`config.mk`:
```
export PLATFORM = sky130hd
export DESIGN_NAME = axis_ifmap_loader
export DESIGN_NICKNAME = d
export VERILOG_FILES = /design/src/rtl/axis_loader_pkg.sv /design/src/rtl/axis_skid_buffer.sv /design/src/rtl/axis_ifmap_loader.sv
export SDC_FILE = /design/constraint.sdc
export NUM_CORES = 1
export LEC_CHECK = 0
export BUFFER_PORTS_ARGS = -buffer_cell sky130_fd_sc_hd__buf_4
export CORE_UTILIZATION = 60
export CTS_BUF_LIST = sky130_fd_sc_hd__clkbuf_2 sky130_fd_sc_hd__clkbuf_4 sky130_fd_sc_hd__clkbuf_8
export CTS_CLUSTER_DIAMETER = 40
export DETAILED_ROUTE_END_ITERATION = 10
export PLACE_DENSITY = 0.95
export SLEW_MARGIN = 20
export SYNTH_ARGS = -nofsm -noshare
export SYNTH_HDL_FRONTEND = slang
export SYNTH_SLANG_ARGS = --single-unit
```
`constraint.sdc`:
```
create_clock -name clk -period 13.4 [get_ports clk]
set_clock_uncertainty 0.2 [all_clocks]
set_input_delay 4.02 -clock clk [delete_from_list [all_inputs] [get_ports clk]]
set_output_delay 4.02 -clock clk [all_outputs]
set_load 0.005 [all_outputs]
```
`src/rtl/axis_loader_pkg.sv`:
```
// Shared definitions for the ifmap AXIS loader and the preload FIFO:
// FSM state encoding, beat packing constants and the row-end rule.
package axis_loader_pkg;

  typedef enum logic [1:0] {
    ST_IDLE  = 2'd0,
    ST_LOAD  = 2'd1,
    ST_DRAIN = 2'd2,
    ST_DONE  = 2'd3
  } loader_state_e;

  localparam int unsigned LOADER_CH_PER_BEAT = 6;
  localparam int unsigned LOADER_PAYLOAD_W   = 30;

  // A beat closes its row when it would carry the channel count past cfg_ch.
  function automatic logic row_end(input logic [12:0] ch_cnt, input logic [11:0] cfg_ch);
    return (ch_cnt + 13'(LOADER_CH_PER_BEAT)) > {1'b0, cfg_ch};
  endfunction

endpackage

```
`src/rtl/axis_skid_buffer.sv`:
```
// Two-entry registered skid buffer with valid/ready on both sides.
// Push and pop may happen in the same cycle; flush empties it synchronously.
module axis_skid_buffer #(
  parameter int unsigned WIDTH = 33
) (
  input  logic             clk,
  input  logic             rst,
  input  logic             flush,
  input  logic [WIDTH-1:0] in_data,
  input  logic             in_valid,
  output logic             in_ready,
  output logic [WIDTH-1:0] out_data,
  output logic             out_valid,
  input  logic             out_ready
);

  logic [WIDTH-1:0] mem_q [2];
  logic [WIDTH-1:0] mem_d [2];
  logic             wr_ptr_q, wr_ptr_d;
  logic             rd_ptr_q, rd_ptr_d;
  logic [1:0]       count_q, count_d;
  logic             push, pop;

  assign in_ready  = (count_q != 2'd2);
  assign out_valid = (count_q != 2'd0);
  assign out_data  = mem_q[rd_ptr_q];
  assign push      = in_valid & in_ready;
  assign pop       = out_valid & out_ready;

  always_comb begin
    mem_d    = mem_q;
    wr_ptr_d = wr_ptr_q;
    rd_ptr_d = rd_ptr_q;
    count_d  = count_q;
    if (flush) begin
      wr_ptr_d = 1'b0;
      rd_ptr_d = 1'b0;
      count_d  = 2'd0;
    end else begin
      if (push) begin
        mem_d[wr_ptr_q] = in_data;
      end
      wr_ptr_d = wr_ptr_q ^ push;
      rd_ptr_d = rd_ptr_q ^ pop;
      count_d  = count_q + {1'b0, push} - {1'b0, pop};
    end
  end

  always_ff @(posedge clk or posedge rst) begin
    if (rst) begin
      mem_q[0] <= '0;
      mem_q[1] <= '0;
      wr_ptr_q <= 1'b0;
      rd_ptr_q <= 1'b0;
      count_q  <= 2'd0;
    end else begin
      mem_q    <= mem_d;
      wr_ptr_q <= wr_ptr_d;
      rd_ptr_q <= rd_ptr_d;
      count_q  <= count_d;
    end
  end

endmodule

```
`src/rtl/axis_ifmap_loader.sv`:
```
// AXI4-Stream slave front end for the ifmap preload FIFO with frame/row counting
// and tlast checking. Optional stall counter built when AXIS_LOADER_PERF_EN is defined.
module axis_ifmap_loader
  import axis_loader_pkg::*;
#(
  parameter int unsigned C_S_AXIS_TDATA_WIDTH = 32,
  parameter int unsigned ROW_CNT_W            = 16,
  parameter int unsigned PERF_CNT_W           = 32
) (
  input  logic                            clk,
  input  logic                            rst,
  input  logic [C_S_AXIS_TDATA_WIDTH-1:0] s_axis_tdata,
  input  logic                            s_axis_tvalid,
  input  logic                            s_axis_tlast,
  output logic                            s_axis_tready,
  input  logic                            start,
  input  logic                            abort,
  input  logic [11:0]                     input_channel_size,
  input  logic [ROW_CNT_W-1:0]            cfg_rows,
  input  logic                            fifo_full,
  input  logic                            fifo_empty,
  input  logic                            fifo_read,
  output logic [C_S_AXIS_TDATA_WIDTH-1:0] ifmaps_from_axis,
  output logic                            load_axis_preload,
  output logic                            axis_clear,
  output logic                            busy,
  output logic                            done,
  output logic                            err_tlast,
  output logic [PERF_CNT_W-1:0]           stall_cnt
);

  localparam int unsigned SKID_W = C_S_AXIS_TDATA_WIDTH + 1;

  loader_state_e          state_q, state_d;
  logic [11:0]            cfg_ch_q, cfg_ch_d;
  logic [ROW_CNT_W-1:0]   rows_q, rows_d;
  logic [ROW_CNT_W-1:0]   row_cnt_q, row_cnt_d;
  logic [12:0]            ch_cnt_q, ch_cnt_d;
  logic                   clear_q, clear_d;
  logic                   busy_q, busy_d;
  logic                   done_q, done_d;
  logic                   err_q, err_d;

  logic [SKID_W-1:0]      skid_in, skid_out;
  logic                   skid_in_valid, skid_in_ready;
  logic                   skid_out_valid, skid_out_ready;
  logic                   loading, active, preload_ready, accept;
  logic                   head_tlast, final_pop, tlast_bad;

  assign loading        = (state_q == ST_LOAD);
  assign active         = loading | (state_q == ST_DRAIN);
  assign preload_ready  = ~fifo_full | (fifo_read & ~fifo_empty);

  assign s_axis_tready  = loading & skid_in_ready & ~abort;
  assign accept         = s_axis_tvalid & s_axis_tready;
  assign skid_in        = {s_axis_tlast, s_axis_tdata};
  assign skid_in_valid  = s_axis_tvalid & loading & ~abort;
  assign skid_out_ready = active & preload_ready & ~abort;

  assign load_axis_preload = skid_out_valid & skid_out_ready;
  assign ifmaps_from_axis  = skid_out[C_S_AXIS_TDATA_WIDTH-1:0];
  assign head_tlast        = skid_out[SKID_W-1];

  // tlast is checked as each beat leaves the skid. The final beat is the only
  // one ever popped in DRAIN with a single entry left (nothing is pushed there).
  assign final_pop = (state_q == ST_DRAIN) & skid_in_ready;
  assign tlast_bad = load_axis_preload & (head_tlast ^ final_pop);

  axis_skid_buffer #(
    .WIDTH(SKID_W)
  ) u_skid (
    .clk      (clk),
    .rst      (rst),
    .flush    (abort),
    .in_data  (skid_in),
    .in_valid (skid_in_valid),
    .in_ready (skid_in_ready),
    .out_data (skid_out),
    .out_valid(skid_out_valid),
    .out_ready(skid_out_ready)
  );

  always_comb begin
    state_d   = state_q;
    cfg_ch_d  = cfg_ch_q;
    rows_d    = rows_q;
    row_cnt_d = row_cnt_q;
    ch_cnt_d  = ch_cnt_q;
    err_d     = err_q;
    clear_d   = 1'b0;
    done_d    = 1'b0;
    if (abort) begin
      state_d   = ST_IDLE;
      ch_cnt_d  = '0;
      row_cnt_d = '0;
      clear_d   = 1'b1;
    end else begin
      case (state_q)
        ST_IDLE: begin
          if (start) begin
            cfg_ch_d  = input_channel_size;
            rows_d    = cfg_rows;
            ch_cnt_d  = '0;
            row_cnt_d = '0;
            clear_d   = 1'b1;
            err_d     = 1'b0;
            if (cfg_rows == '0) begin
              state_d = ST_DONE;
              done_d  = 1'b1;
            end else begin
              state_d = ST_LOAD;
            end
          end
        end
        ST_LOAD: begin
          if (accept) begin
            if (row_end(ch_cnt_q, cfg_ch_q)) begin
              ch_cnt_d  = '0;
              row_cnt_d = row_cnt_q + ROW_CNT_W'(1);
              if (row_cnt_q == rows_q - ROW_CNT_W'(1)) begin
                state_d = ST_DRAIN;
              end
            end else begin
              ch_cnt_d = ch_cnt_q + 13'(LOADER_CH_PER_BEAT);
            end
          end
        end
        ST_DRAIN: begin
          if (!skid_out_valid) begin
            state_d = ST_DONE;
            done_d  = 1'b1;
          end
        end
        ST_DONE: begin
          state_d = ST_IDLE;
        end
        default: begin
          state_d = ST_IDLE;
        end
      endcase
      if (tlast_bad) begin
        err_d = 1'b1;
      end
    end
    busy_d = (state_d != ST_IDLE);
  end

  always_ff @(posedge clk or posedge rst) begin
    if (rst) begin
      state_q   <= ST_IDLE;
      cfg_ch_q  <= '0;
      rows_q    <= '0;
      row_cnt_q <= '0;
      ch_cnt_q  <= '0;
      clear_q   <= 1'b0;
      busy_q    <= 1'b0;
      done_q    <= 1'b0;
      err_q     <= 1'b0;
    end else begin
      state_q   <= state_d;
      cfg_ch_q  <= cfg_ch_d;
      rows_q    <= rows_d;
      row_cnt_q <= row_cnt_d;
      ch_cnt_q  <= ch_cnt_d;
      clear_q   <= clear_d;
      busy_q    <= busy_d;
      done_q    <= done_d;
      err_q     <= err_d;
    end
  end

  assign axis_clear = clear_q;
  assign busy       = busy_q;
  assign done       = done_q;
  assign err_tlast  = err_q;

`ifdef AXIS_LOADER_PERF_EN
  logic [PERF_CNT_W-1:0] stall_q, stall_d;

  always_comb begin
    stall_d = stall_q;
    if ((state_q == ST_IDLE) && start && !abort) begin
      stall_d = '0;
    end else if (skid_out_valid && !preload_ready && (state_q != ST_IDLE) && (stall_q != '1)) begin
      stall_d = stall_q + PERF_CNT_W'(1);
    end
  end

  always_ff @(posedge clk or posedge rst) begin
    if (rst) begin
      stall_q <= '0;
    end else begin
      stall_q <= stall_d;
    end
  end

  assign stall_cnt = stall_q;
`else
  assign stall_cnt = '0;
`endif

endmodule

```
* After elaboration in Yosys (flattened, before gate mapping)
Cells that the tools add are included.
** Storage, ports and cells
- Register bits after elaboration :: 133
- Input bits :: 69
** Operators by class
- Mux-type cells :: 38
- $add $sub $neg :: 5
- $lt $le $gt $ge :: 4
- Equality and inequality tests :: 8
- Reduce and logical (&&, ||, !) cells :: 13
- Bitwise operators :: 22
** Operators with widths (count)
- 2-to-1 mux 33 bit :: 4
- bitwise mux 66 bit :: 1
- 2-to-1 mux 16 bit :: 4
- 2-to-1 mux 13 bit :: 4
- demux 33 bit (select 1 bit) :: 1
- one-hot mux 16 bit (2 select lines) :: 1
- one-hot mux 13 bit (2 select lines) :: 1
- adder 16 x 1 -> 16 bit, second input constant :: 1
- == test 16 bit :: 1
- zero test 16 bit :: 1
- 2-to-1 mux 2 bit :: 8
- subtractor 16 x 1 -> 16 bit, second input constant :: 1
- adder 13 x 3 -> 13 bit, second input constant :: 1
- > comparator 13 x 12 -> 1 bit :: 1
- bitwise AND 1 bit :: 12
- 2-to-1 mux 1 bit :: 12
- AND reduction 3 bit :: 3
- one-hot mux 2 bit (4 select lines) :: 1
- nonzero test 2 bit :: 4
- != test 3 x 2 -> 1 bit, second input constant :: 2
- == test 2 bit, second input constant :: 2
- >= comparator 2 bit, second input constant :: 2
- NOT 1 -> 2 bit :: 2
- AND reduction 4 bit :: 1
- 14 further kinds :: 19

* Logic depth before layout (Yosys ltp)
- Depth after elaboration :: 9
- Gate-level depth with buffers :: 15

* Modules after synthesis
Synthesis repeated with hierarchy kept, for this count alone.
** Unflattened totals
- Cells, all modules :: 623
- Area, all modules :: 7165.6 sq um
** Modules (own cells, without submodules)
- axis_ifmap_loader :: cells each 421, area each 4048.9 sq um, times used 1, seq. area each 1551.5 sq um
- axis_skid_buffer :: cells each 202, area each 3116.7 sq um, times used 1, seq. area each 1751.7 sq um

* Least setup slack after synthesis
Ideal clock, no wire load.
- Path type :: input to output
- Start point :: input abort
- End point :: output load_axis_preload
- Arrival :: 4.798 ns
- Cell stages on the path :: 2
- Required time :: 9.180 ns
- Path slack :: 4.382 ns
- Path through :: clkbuf_1 > nor4bb_1
** Between the ends
- Word-level cells in the longest chain between the ends :: 3
** Ends and longest elaborated chain
- start, declared :: RTL line axis_ifmap_loader.sv:17 : input logic abort,
- NOT 1 bit (no line)
- bitwise AND 1 bit :: RTL line axis_ifmap_loader.sv:58 : assign skid_out_ready = active & preload_ready & ~abort;
- bitwise AND 1 bit :: RTL line axis_ifmap_loader.sv:60 : assign load_axis_preload = skid_out_valid & skid_out_ready;
- end, declared :: RTL line axis_ifmap_loader.sv:24 : output logic load_axis_preload,
No other way between the ends.

* Worst setup path after layout
- Start point :: input fifo_read
- End point :: output load_axis_preload
** Between the ends
- Word-level cells in the longest chain between the ends :: 5
** Ends and longest elaborated chain
- start, declared :: RTL line axis_ifmap_loader.sv:22 : input logic fifo_read,
- bitwise AND 1 bit :: RTL line axis_ifmap_loader.sv:52 : assign preload_ready = ~fifo_full | (fifo_read & ~fifo_empty);
- OR 1 bit :: RTL line axis_ifmap_loader.sv:52
- bitwise AND 1 bit (2 in series) :: RTL line axis_ifmap_loader.sv:58
- bitwise AND 1 bit :: RTL line axis_ifmap_loader.sv:60
No other way between the ends.

==> impl_metrics.csv <==
group,metric,value,unit
run_status,outcome,"finished clean",
worst_setup_path,r2r_setup_slack,9210,ps
worst_setup_path,rr_endpoint,"busy$_DFF_PP0_",
clock_network,cts_repair_resize_count,0,
die,initial_core_util,0.628,
worst_setup_path,path_class,"in2out",
power_and_ir_drop,power_density,186,nW/um^2
placement,pre_cts_ws,3890,ps
clock_network,cts_setup_buffers,0,
sta,max_freq,105,MHz
yosys,synth_cell_type_count,54,
placement,gp_congestion,0.848,
placement,port_buffers,106,
min_path,hold_path_depth,1,
clock_network,htree_levels,4,
drt,vias_per_cell,5.78,
min_path,min_path_type,"reg2reg",
yosys,synth_flop_cell,"dfrtp_1",
clock_network,root_buffer,"clkbuf_8",
sta,worst_slack,3860,ps
yosys,synth_area_per_cell,11.7,sq um
run,drv_cap,0,
worst_setup_path,cp.arrival,5320,ps
worst_setup_path,cp-start-kind,"input pin",
yosys,seq_area_frac_synth,0.475,
die,die_x,110,um
die,num_rows,38,
die,die_h,110,um
sta,setup_viol,0,
clock_network,clk_latency,450,ps
clock_network,cts_tree,"done",
worst_setup_path,endpoint_kind,"output pin",
layout,drive_gt1_frac,0.387,
global_route,grt_max_degree,72,
worst_setup_path,path_max_fanout,4,
placement,placed_area,7760,sq um
global_route,antenna_found_initial,0,
drt,first_pass_iters,5,
clock_network,cts_hold_repair.buffers,0,
yosys,postSynthCellCount,595,
yosys,synth_seq_cells,132,
layout,syn2layout_area_growth,16.8,%
layout,fin_area,8130,sq um
die,die-area,12000,sq um
clock_network,cts_buffers,17,
global_route,grt_pass1_vias,5311,
yosys,synth-edff-count,0,
global_route,overflow,0,
die,core-area,11100,sq um
drt,drc,0,
min_path,min_to,"u_skid.mem_q[14]$_DFFE_PP0P_",
layout,seq_area,3300,sq um
drt,dr_total_vias,4928,
min_path,min_from,"u_skid.mem_q[14]$_DFFE_PP0P_",
clock_network,clkTransAtPathRegs,70,ps
drt,detail-route-antenna-nets,0,
yosys,yosysWarningCount,0,
global_route,grt_first_pass_wirelength,24.7,mm
layout,antenna_cells,0,
placement,post-dp-hpwl,10.7,mm
sta,slew_violations,0,
drt,wl_per_cell,17.7,um
layout,nNetsFinal,789,
sta,worstMarginPinSlew,1040,ps
power_and_ir_drop,ir_drop,0.122,mV
worst_setup_path,rr_startpoint,"ch_cnt_q[1]$_DFFE_PP0P_",
clock_network,clkSinkCount,132,
die,io_pins,139,
sta,layout_min_cycle_time,9540,ps
yosys,synthArstFlopShare,1.00,
power_and_ir_drop,total_leakage_power,0.00384,uW
sta,hold_viol_final,0,
drt,drt_iter0_markers,269,
clock_network,clock_path_buffers,2,
worst_setup_path,r2r_cells,13,
layout,multi_input_area,3360,sq um
drt,routed_wl,15.1,mm
worst_setup_path,cp.required,9180,ps
global_route,grt_usage,0.273,
sta,fin_crit_sh,0.712,
power_and_ir_drop,p_total,1510,uW
layout,nFillCells,709,
yosys,syn_area,6960,sq um
sta,rsz0062_at_grt,"false",
sta,slew_headroom,0.303,
sta,final.setup.tns,0,ps
==> how the worst max path moves through the flow <==
stage | start | to | cells after the start | slack, ps
final | fifo_read | load_axis_preload | 5 | 3860
after global routing | fifo_read | load_axis_preload | 5 | 3780
after CTS | fifo_read | load_axis_preload | 5 | 3880
after detailed placement | fifo_read | load_axis_preload | 5 | 3890
after global placement | fifo_read | load_axis_preload | 5 | 3930
after floorplan | abort | load_axis_preload | 2 | 4380
==> layout by cell type (no fill, tap or decap), types with 4 or more instances in the layout <==
master    count
clkinv_2      5
and3_1        7
clkbuf_8     19
o21ai_0      11
nand2_1      17
clkinv_4      4
nand3b_1      4
nand4_1      14
nor3_1       12
a21o_1        4
a21oi_1       7
nand3_1       9
conb_1       32
buf_4       110
dfrtp_1     132
xnor2_1      29
nor2b_1       5
nand2b_1      5
mux2_2      127
nor4_1       12
ha_1         19
inv_1        24
xor2_1       20
a22o_1        9
nor2_1       31
==> synth_stat cells (8+ instances only) <==
| library cell | instances | area [sq um] |
|---|---|---|
| a21oi_1 | 8 | 40.0 |
| a22o_1 | 9 | 78.8 |
| buf_4 | 32 | 240 |
| clkbuf_1 | 14 | 52.6 |
| dfrtp_1 | 132 | 3300 |
| ha_1 | 19 | 238 |
| inv_1 | 25 | 93.8 |
| mux2_2 | 127 | 1430 |
| nand2_1 | 17 | 63.8 |
| nand3_1 | 9 | 45.0 |
| nand4_1 | 14 | 87.6 |
| nor2_1 | 32 | 120 |
| nor3_1 | 12 | 60.1 |
| nor4_1 | 12 | 75.1 |
| o21ai_0 | 11 | 55.1 |
| xnor2_1 | 29 | 254 |
| xor2_1 | 20 | 175 |
==> per-stage QoR <==
step	utilization	hold WS, ps	std cells
after floorplan	-	274	626
after global placement	0.700	281	822
after CTS	0.733	305	853
after global routing	0.734	316	853
final	0.734	305	853
after detailed placement	0.700	287	822
==> layout make-up <==
cell class | instances | share of cell area
flip-flops and latches | 132 | 0.406
inverters | 25 | 0.0119
clock inverters | 12 | 0.0131
repair buffers | 110 | 0.102
clock buffers | 19 | 0.0322
well taps | 140 | 0.0216
multi-input cells | 415 | 0.413
==> metal layers <==
| metal | GRT usage | share of wire | routed length (um) |
|---|---|---|---|
| met5 | 0 | 0 | 0 |
| met4 | 0.124 | 0.025 | 374 |
| met3 | 0.0871 | 0.068 | 1030 |
| met2 | 0.473 | 0.52 | 7910 |
| met1 | 0.306 | 0.38 | 5760 |
==> cell families after synthesis <==
logic type | synth area share
simple gates | 0.102
fa+ha+maj | 0.0342
other cells | 0.000539
flops | 0.475
compound gates | 0.0575
xor+xnor | 0.0617
mux | 0.208
buf+inv | 0.0609
==> flip-flops by register name, summed over array words and instances (netlist names) <==
register,flops
u_skid.rd_ptr_q,1
u_skid.mem_q,66
err_tlast,1
busy,1
u_skid.wr_ptr_q,1
state_q,2
cfg_ch_q,12
rows_q,16
axis_clear,1
u_skid.count_q,2
ch_cnt_q,12
row_cnt_q,16
done,1
==> where the power goes <==
part / internal [uW] / switching, uW / leakage, uW
sequential: 535 / 106 / 0.00170
combinational: 313 / 248 / 0.00195
clock: 155 / 156 / 0.000191
total: 1000 / 509 / 0.00384
==> worst max-delay path, cell delays in order <==
cell	delay, ps
buf_4	80
inv_1	30
o21ai_0	210
nor4bb_1	740
buf_4	240
Note: power is estimated with default switching activity, not from simulation.
